===== src/rtl/stim_counter_pkg.sv =====
// Shared encodings and helpers for the stimulus counter.
package stim_counter_pkg;

    localparam int unsigned MODE_W = 2;
    localparam int unsigned GRAY_W = 16;

    localparam logic [MODE_W-1:0] MODE_UP   = 2'b00;
    localparam logic [MODE_W-1:0] MODE_DOWN = 2'b01;
    localparam logic [MODE_W-1:0] MODE_SAT  = 2'b10;
    localparam logic [MODE_W-1:0] MODE_GRAY = 2'b11;

    typedef enum logic [1:0] {
        ST_IDLE = 2'd0,
        ST_LOAD = 2'd1,
        ST_RUN  = 2'd2,
        ST_FIN  = 2'd3
    } state_e;

    // Reflected binary code of a value (callers zero-extend and truncate).
    function automatic logic [GRAY_W-1:0] bin2gray(input logic [GRAY_W-1:0] b);
        return b ^ (b >> 1);
    endfunction

endpackage


===== src/rtl/stim_tick_gen.sv =====
// Interval timer: after load, emits a one-cycle tick every 'period' enabled cycles.
module stim_tick_gen #(
    parameter int unsigned CNTW = 4
) (
    input  logic            clk,
    input  logic            rst_n,
    input  logic            load,
    input  logic            en,
    input  logic [CNTW-1:0] period,
    output logic            tick_c
);

    logic [CNTW-1:0] period_q;
    logic [CNTW-1:0] cnt_q;

    // Tick when the countdown reaches one; period is never zero here.
    assign tick_c = en && (cnt_q == CNTW'(1));

    // Countdown register, reloaded on load and after every tick.
    always_ff @(posedge clk or negedge rst_n) begin
        if (!rst_n) begin
            period_q <= '0;
            cnt_q    <= '0;
        end else if (load) begin
            period_q <= period;
            cnt_q    <= period;
        end else if (en) begin
            cnt_q <= tick_c ? period_q : cnt_q - CNTW'(1);
        end
    end

endmodule


===== src/rtl/stim_counter.sv =====
// Programmable burst pattern generator: up/down/saturating/gray counting at a fixed interval.
module stim_counter
    import stim_counter_pkg::*;
#(
    parameter int unsigned WIDTH = 2,
    parameter int unsigned CNTW  = 4
) (
    input  logic             clk,
    input  logic             rst_n,
    input  logic             start,
    input  logic [1:0]       mode,
    input  logic [WIDTH-1:0] init_val,
    input  logic [CNTW-1:0]  n_steps,
    input  logic [CNTW-1:0]  interval,
    output logic [WIDTH-1:0] pat_out,
    output logic             step_stb,
    output logic             wrap_stb,
    output logic             busy,
    output logic             done
);

    state_e           state_q, state_d;
    logic [1:0]       mode_q;
    logic [WIDTH-1:0] init_q;
    logic [CNTW-1:0]  steps_q;
    logic [CNTW-1:0]  ival_q;
    logic [WIDTH-1:0] value_q, value_d;
    logic [CNTW-1:0]  rem_q, rem_d;
    logic [WIDTH-1:0] next_val_c;
    logic [WIDTH-1:0] pat_d;
    logic             tick_c;
    logic             adv_c;
    logic             wrap_c;
    logic             wrap_d;
    logic             pat_en_c;

    stim_tick_gen #(.CNTW(CNTW)) u_tick (
        .clk    (clk),
        .rst_n  (rst_n),
        .load   (state_q == ST_LOAD),
        .en     (state_q == ST_RUN),
        .period (ival_q),
        .tick_c (tick_c)
    );

    // Next-state, advance arithmetic and next output values.
    always_comb begin
        state_d    = state_q;
        value_d    = value_q;
        rem_d      = rem_q;
        adv_c      = 1'b0;
        wrap_c     = 1'b0;
        pat_en_c   = 1'b0;
        next_val_c = value_q + WIDTH'(1);

        case (mode_q)
            MODE_DOWN: begin
                next_val_c = value_q - WIDTH'(1);
                wrap_c     = (value_q == '0);
            end
            MODE_SAT: begin
                next_val_c = (value_q == '1) ? value_q : value_q + WIDTH'(1);
            end
            default: begin
                wrap_c = (value_q == '1);
            end
        endcase

        case (state_q)
            ST_IDLE: begin
                if (start) state_d = ST_LOAD;
            end
            ST_LOAD: begin
                value_d  = init_q;
                rem_d    = steps_q;
                pat_en_c = 1'b1;
                state_d  = (steps_q != '0) ? ST_RUN : ST_FIN;
            end
            ST_RUN: begin
                if (tick_c) begin
                    adv_c    = 1'b1;
                    pat_en_c = 1'b1;
                    value_d  = next_val_c;
                    rem_d    = rem_q - CNTW'(1);
                    if (rem_q == CNTW'(1)) state_d = ST_FIN;
                end
            end
            ST_FIN: begin
                state_d = ST_IDLE;
            end
            default: begin
                state_d = ST_IDLE;
            end
        endcase

        wrap_d = adv_c && wrap_c;
        pat_d  = (mode_q == MODE_GRAY) ? WIDTH'(bin2gray(GRAY_W'(value_d))) : value_d;
    end

    // State register.
    always_ff @(posedge clk or negedge rst_n) begin
        if (!rst_n) state_q <= ST_IDLE;
        else        state_q <= state_d;
    end

    // Burst configuration captured when a start is accepted.
    always_ff @(posedge clk or negedge rst_n) begin
        if (!rst_n) begin
            mode_q  <= '0;
            init_q  <= '0;
            steps_q <= '0;
            ival_q  <= '0;
        end else if (state_q == ST_IDLE && start) begin
            mode_q  <= mode;
            init_q  <= init_val;
            steps_q <= n_steps;
            ival_q  <= (interval == '0) ? CNTW'(1) : interval;
        end
    end

    // Working value, step counter and registered outputs.
    always_ff @(posedge clk or negedge rst_n) begin
        if (!rst_n) begin
            value_q  <= '0;
            rem_q    <= '0;
            pat_out  <= '0;
            step_stb <= 1'b0;
            wrap_stb <= 1'b0;
            busy     <= 1'b0;
            done     <= 1'b0;
        end else begin
            value_q  <= value_d;
            rem_q    <= rem_d;
            if (pat_en_c) pat_out <= pat_d;
            step_stb <= adv_c;
            wrap_stb <= wrap_d;
            busy     <= (state_d == ST_LOAD) || (state_d == ST_RUN);
            done     <= (state_d == ST_FIN);
        end
    end

endmodule


===== config.mk =====
export PLATFORM = sky130hd
export DESIGN_NAME = stim_counter
export DESIGN_NICKNAME = d
export VERILOG_FILES = /design/src/rtl/stim_counter_pkg.sv /design/src/rtl/stim_tick_gen.sv /design/src/rtl/stim_counter.sv
export SDC_FILE = /design/constraint.sdc
export NUM_CORES = 1
export LEC_CHECK = 0
export ABC_AREA = 1
export CORE_MARGIN = 5
export CORE_UTILIZATION = 50
export CTS_CLUSTER_SIZE = 24
export DETAILED_ROUTE_END_ITERATION = 8
export GPL_ROUTABILITY_DRIVEN = 0
export HOLD_SLACK_MARGIN = 0.06
export PLACE_DENSITY = 0.84
export RECOVER_POWER = 50
export REMOVE_ABC_BUFFERS = 1
export SYNTH_ARGS = -nofsm -noshare
export SYNTH_HDL_FRONTEND = slang
export SYNTH_SLANG_ARGS = --single-unit

===== constraint.sdc =====
create_clock -name clk -period 1.8 [get_ports clk]
set_input_delay 0.36 -clock clk [delete_from_list [all_inputs] [get_ports clk]]
set_output_delay 0.36 -clock clk [all_outputs]
set_load 0.03 [all_outputs]

== Yosys cells after proc, flatten, opt, wreduce, memory -nomap -nowiden ==
Cells that the tools add are included.
Widths: inputs -> output; s select.
Storage, ports and cells
  register bits: 34
Operators by class
  add/subtract/negate cells: 4
  equality and inequality tests: 13
  mux-type cells: 20
  bitwise logic cells: 1
  reduce and logical (&&, ||, !) cells: 10
Operators with widths (count)
  $mux 4: 5
  $eq 2x2->1 const B: 7
  $mux 2: 6
  $eq 4x1->1 const B: 2
  $pmux 2 s2: 2
  $pmux 2 s4: 1
  $pmux 4 s2: 1
  $sub 4x1->4 const B: 2
  $eq 2x1->1 const B: 3
  $logic_not 2->1: 2
  $logic_not 4->1: 1
  $pmux 1 s2: 2
  $reduce_bool 4->1: 1
  $logic_and 1x1->1: 3
  $mux 1: 3
  $add 2x1->2 const B: 1
  $ne 2x2->1 const B: 1
  $reduce_and 2->1: 1
  $reduce_bool 2->1: 1
  $sub 2x1->2 const B: 1
  $xor 2x1->2: 1
  $logic_or 1x1->1: 1

== Longest topological paths before layout ==
  word-level depth: 7
  gate-level depth with buffers: 14
  mapped depth without buffers: 13

== By module ==
Synthesis repeated with hierarchy kept, for this count alone.
Unflattened totals
  cell total of the unflattened synthesis: 222
  area total of the unflattened synthesis: 1890.6 µm²
Modules (own cells, without submodules)
  stim_counter: instances 1, cells an instance 157, area an instance 1416.4 µm², seq. area each 650.6 µm²
  stim_tick_gen: instances 1, cells an instance 65, area an instance 474.2 µm², seq. area each 200.2 µm²

== Worst setup path after synthesis ==
OpenSTA, ideal clock, no wires.
  path type: flip-flop to flip-flop
  start: register state_q[0]
  end: register busy
  data arrival time: 1540 ps
  path slack: 134 ps
  stages on the path, launching flop included: 11
  buffers on the path: 1
  period minus slack after synthesis: 1666 ps
  cells stage by stage: dfrtp_1 -> inv_1 -> ha_1 -> buf_6 -> nand2_4 -> inv_4 -> nand2_8 -> o21ai_0 -> nand2_1 -> a31oi_1 -> ha_1
Between the ends
  longest elaborated chain between the ends: 6
  elaborated cells on any way between the ends: 12
  classes of those cells: eq/ne: 5; mux: 4; reduce/logical: 3
RTL lines
  start, declared: RTL line stim_counter.sv:22  | state_e state_q, state_d;
  start signal, assigned: RTL line stim_counter.sv:103  | else state_q <= state_d;
  $eq 2x2->1: RTL line stim_counter.sv:41, stim_counter.sv:69
  $logic_and 1x1->1: RTL line stim_tick_gen.sv:17  | assign tick_c = en && (cnt_q == CNTW'(1));
  $mux 2: RTL line stim_counter.sv:80  | if (tick_c) begin
  $pmux 2 s4 (*): RTL line stim_counter.sv:69  | case (state_q)
  via state_d[0]: RTL line stim_counter.sv:22
  $eq 2x1->1 or $eq 2x2->1 (tied branches): RTL line stim_counter.sv:137  | busy <= (state_d == ST_LOAD) || (state_d == ST_RUN);
  $logic_or 1x1->1 (*): RTL line stim_counter.sv:137
  end signal, assigned: RTL line stim_counter.sv:137
  end, declared: RTL line stim_counter.sv:18  | output logic busy,
Mark *: on every way through the listed nets, which the timed path passes. The rest lies on a longest branch.
A chain may end at the register's enable or synchronous reset.

== Final worst setup path ==
Same ends and word-level chain as after synthesis.

==> flow_metrics.py <==
metrics = {
    "detailed_routing": {
        "drtAntennaViolNets": 0,
        "drtPass1Iterations": 4,
        "drt_first_iter_violations": 57,
        "wl_per_cell_um": 12.22,
        "vias": 1436,
        "route.detailed.drc": 0,
        "routed_wl_um": 3507,
        "drt-vias-per-instance": 5.003,
    },
    "synthesis": {
        "synthDominantAreaCellType": "dfrtp_1",
        "netlist.area_leader.share_pct": 45.76,
        "synthTopCellsByCount": "39 x nand2_1, 34 x dfrtp_1, 32 x inv_1, 20 x o21ai_0, 17 x ha_1",
        "synth_ff_type": "dfrtp_1",
        "seq_area_frac_synth_pct": 45.76,
        "ys_async_sr_fraction_pct": 100.0,
        "ys_top_cells_by_area": "dfrtp_1 46%, ha_1 11%, nand2_1 7.9%",
        "avgSynthCellArea_um2": 8.939,
        "synth.distinct_cells": 31,
        "ys_ff_latch": 34,
        "yosys_warnings": 0,
        "netlist_area_um2": 1859,
        "yosysMostFrequentCell": "nand2_1",
        "synth_edf_count": 0,
        "synth_cells": 208,
    },
    "floorplanning": {
        "die_width_um": 70.98,
        "io_pins": 21,
        "die-area_um2": 5038,
        "start_util_pct": 51.17,
        "core-area_um2": 3633,
        "die_h_um": 70.98,
        "num_rows": 22,
    },
    "setup_path": {
        "r2r_start": "state_q[0]",
        "cp_max_fo": 9,
        "arrival_ns": 1.85,
        "r2r_setup_slack_ns": 0.11,
        "critPathCapture": "busy",
        "endpoint_kind": "register",
        "r2r_end": "busy",
        "critPathLaunchType": "register",
        "cp_data_required_time_ns": 1.97,
        "startpoint": "state_q[0]",
        "r2r_cells": 9,
        "critical_path_class": "register to register",
    },
    "timing": {
        "max_slew_margin_pct": 45.12,
        "max_slew.worst_pin.slew_ns": 0.8232,
        "hold_viol": 0,
        "clock.fmax_mhz": 592.5,
        "finalCriticalPeriod_ns": 1.688,
        "finalSetupTns_ns": 0,
        "hold_ws_ns": 0.4814,
        "setup_violations": 0,
        "skew_ns": 0.006350,
        "period_share_pct": 93.76,
        "maxSlewViolCount": 0,
        "grt_setup_unrepaired": "no",
    },
    "pwr": {
        "vdd.ir_drop.worst_v": 0.0006493,
        "p_per_area_nw_per_um2": 1769,
        "p_leak_nw": 1.118,
    },
    "grt": {
        "grt_max_degree": 35,
        "grt_pass1_vias": 1394,
        "overflow": 0,
        "grt_pass1_wl_um": 5920,
        "grt_usage_pct": 15.06,
        "antenna_found_initial": 0,
    },
    "clock_tree": {
        "cts_tree": "yes",
        "clk-insertion-delay-late_ns": 0.28,
        "postCtsHoldBufs": 0,
        "cts.sinks": 34,
        "cts_root_buffer": "clkbuf_8",
        "cts.clk_slew.worst_paths_ns": 0.06,
        "cts_buffers": 5,
        "clk_path_buf_depth": 2,
        "htreeDepth": 2,
    },
    "cells_and_area": {
        "final_area_um2": 2252,
        "drive_gt1_share_pct": 14.64,
        "syn2layout_area_growth_pct": 21.13,
        "num-nets-final": 272,
        "n_antenna_cell": 0,
    },
    "placement": {
        "portBuffers": 20,
        "dpl.hpwl_um": 2633,
        "post_dp_cell_area_um2": 2160,
    },
    "run": {
        "maxCapViolCount": 0,
    },
    "run_status": {
        "status": "completed",
    },
    "hold_path": {
        "holdPathStages": 2,
        "hp-class": "register to register",
    },
}
power by group:
| group | switching [W] | internal, W |
|---|---|---|
| clock network | 0.000242 | 0.000294 |
| logic | 0.00125 | 0.000866 |
| registers | 0.000210 | 0.00112 |
metrics by stage:
step                total power (W)  cells  setup WS [ns]  util, %
floorplan                  0.002802    203        0.02102        -
global placement           0.003336    280         0.1391    59.44
detailed placement         0.003437    280        0.06516    59.44
CTS                        0.003983    286        0.05096    61.71
global route               0.004366    287        0.01508    61.98
finish                     0.003985    287         0.1124    61.98
worst min-delay path by stage:
stage	startpoint	endpoint	slack, ns
after floorplan	rst_n	busy	0.06
after global placement	u_tick.period_q[1]	u_tick.period_q[1]	0.46
after detailed placement	u_tick.period_q[1]	u_tick.period_q[1]	0.47
after CTS	u_tick.period_q[1]	u_tick.period_q[1]	0.48
after global routing	u_tick.period_q[1]	u_tick.period_q[1]	0.50
final	u_tick.period_q[1]	u_tick.period_q[1]	0.48
worst max-delay path: stages (launching register included):
cell     delay [ns]
dfrtp_1        0.41
inv_2          0.10
ha_2           0.21
nand2_4        0.05
inv_4          0.07
nand2_8        0.08
o21ai_0        0.15
nand2_1        0.06
a31oi_1        0.19
ha_1           0.26
cell families (layout without fill, tap and decap cells):
kind of cell / after synthesis / after routing / share of synthesized area, %
buf+inv: 39 / 70 / 8.749
simple gates: 70 / 70 / 17.56
mux: 4 / 4 / 2.422
compound gates: 42 / 42 / 13.12
flops: 34 / 34 / 45.76
xor+xnor: 2 / 2 / 0.9423
fa+ha+maj: 17 / 17 / 11.44
area by class of cell:
cell class              instances  area (µm²)
clock buffers                   6       82.58
fillers                       308        1381
inverters                      34       135.1
multi-input cells             135       850.8
flip-flops and latches         34       850.8
well taps                      48       60.06
repair buffers                 30       272.8
sequential cells by signal, summed over array words and instances (netlist names):
| name | flops |
|---|---|
| pat_out | 2 |
| mode_q | 2 |
| u_tick.cnt_q | 4 |
| done | 1 |
| busy | 1 |
| init_q | 2 |
| state_q | 2 |
| rem_q | 4 |
| wrap_stb | 1 |
| steps_q | 4 |
| step_stb | 1 |
| u_tick.period_q | 4 |
| value_q | 2 |
| ival_q | 4 |
placed cells by master (no fill, tap or decap), types with 3 or more instances in the layout:
cell / instances
o211ai_1: 3
clkdlybuf4s50_1: 19
a21oi_1: 8
nand3_1: 7
nand2_1: 39
ha_1: 15
nor2_1: 12
buf_4: 9
a31oi_1: 6
inv_1: 31
nor3_1: 3
mux2_2: 4
dfrtp_1: 34
o21ai_0: 20
clkbuf_8: 6
repair_timing:
action | 4_1_cts | 5_1_grt
buffers inserted | 0 | 1
setup endpoints to repair | 0 | 2
hold endpoints to repair | 0 | 0
gates resized for setup | 0 | 3
per-layer routing:
metal	part of all wire [%]	up-vias	global-route usage, %
met1	45	673	17.88
met5	0	-	0
met3	4.1	4	3.409
met2	49	29	25.54
met4	1.7	0	7.516
li1	-	730	-
Note: power is estimated with default switching activity, not from simulation.
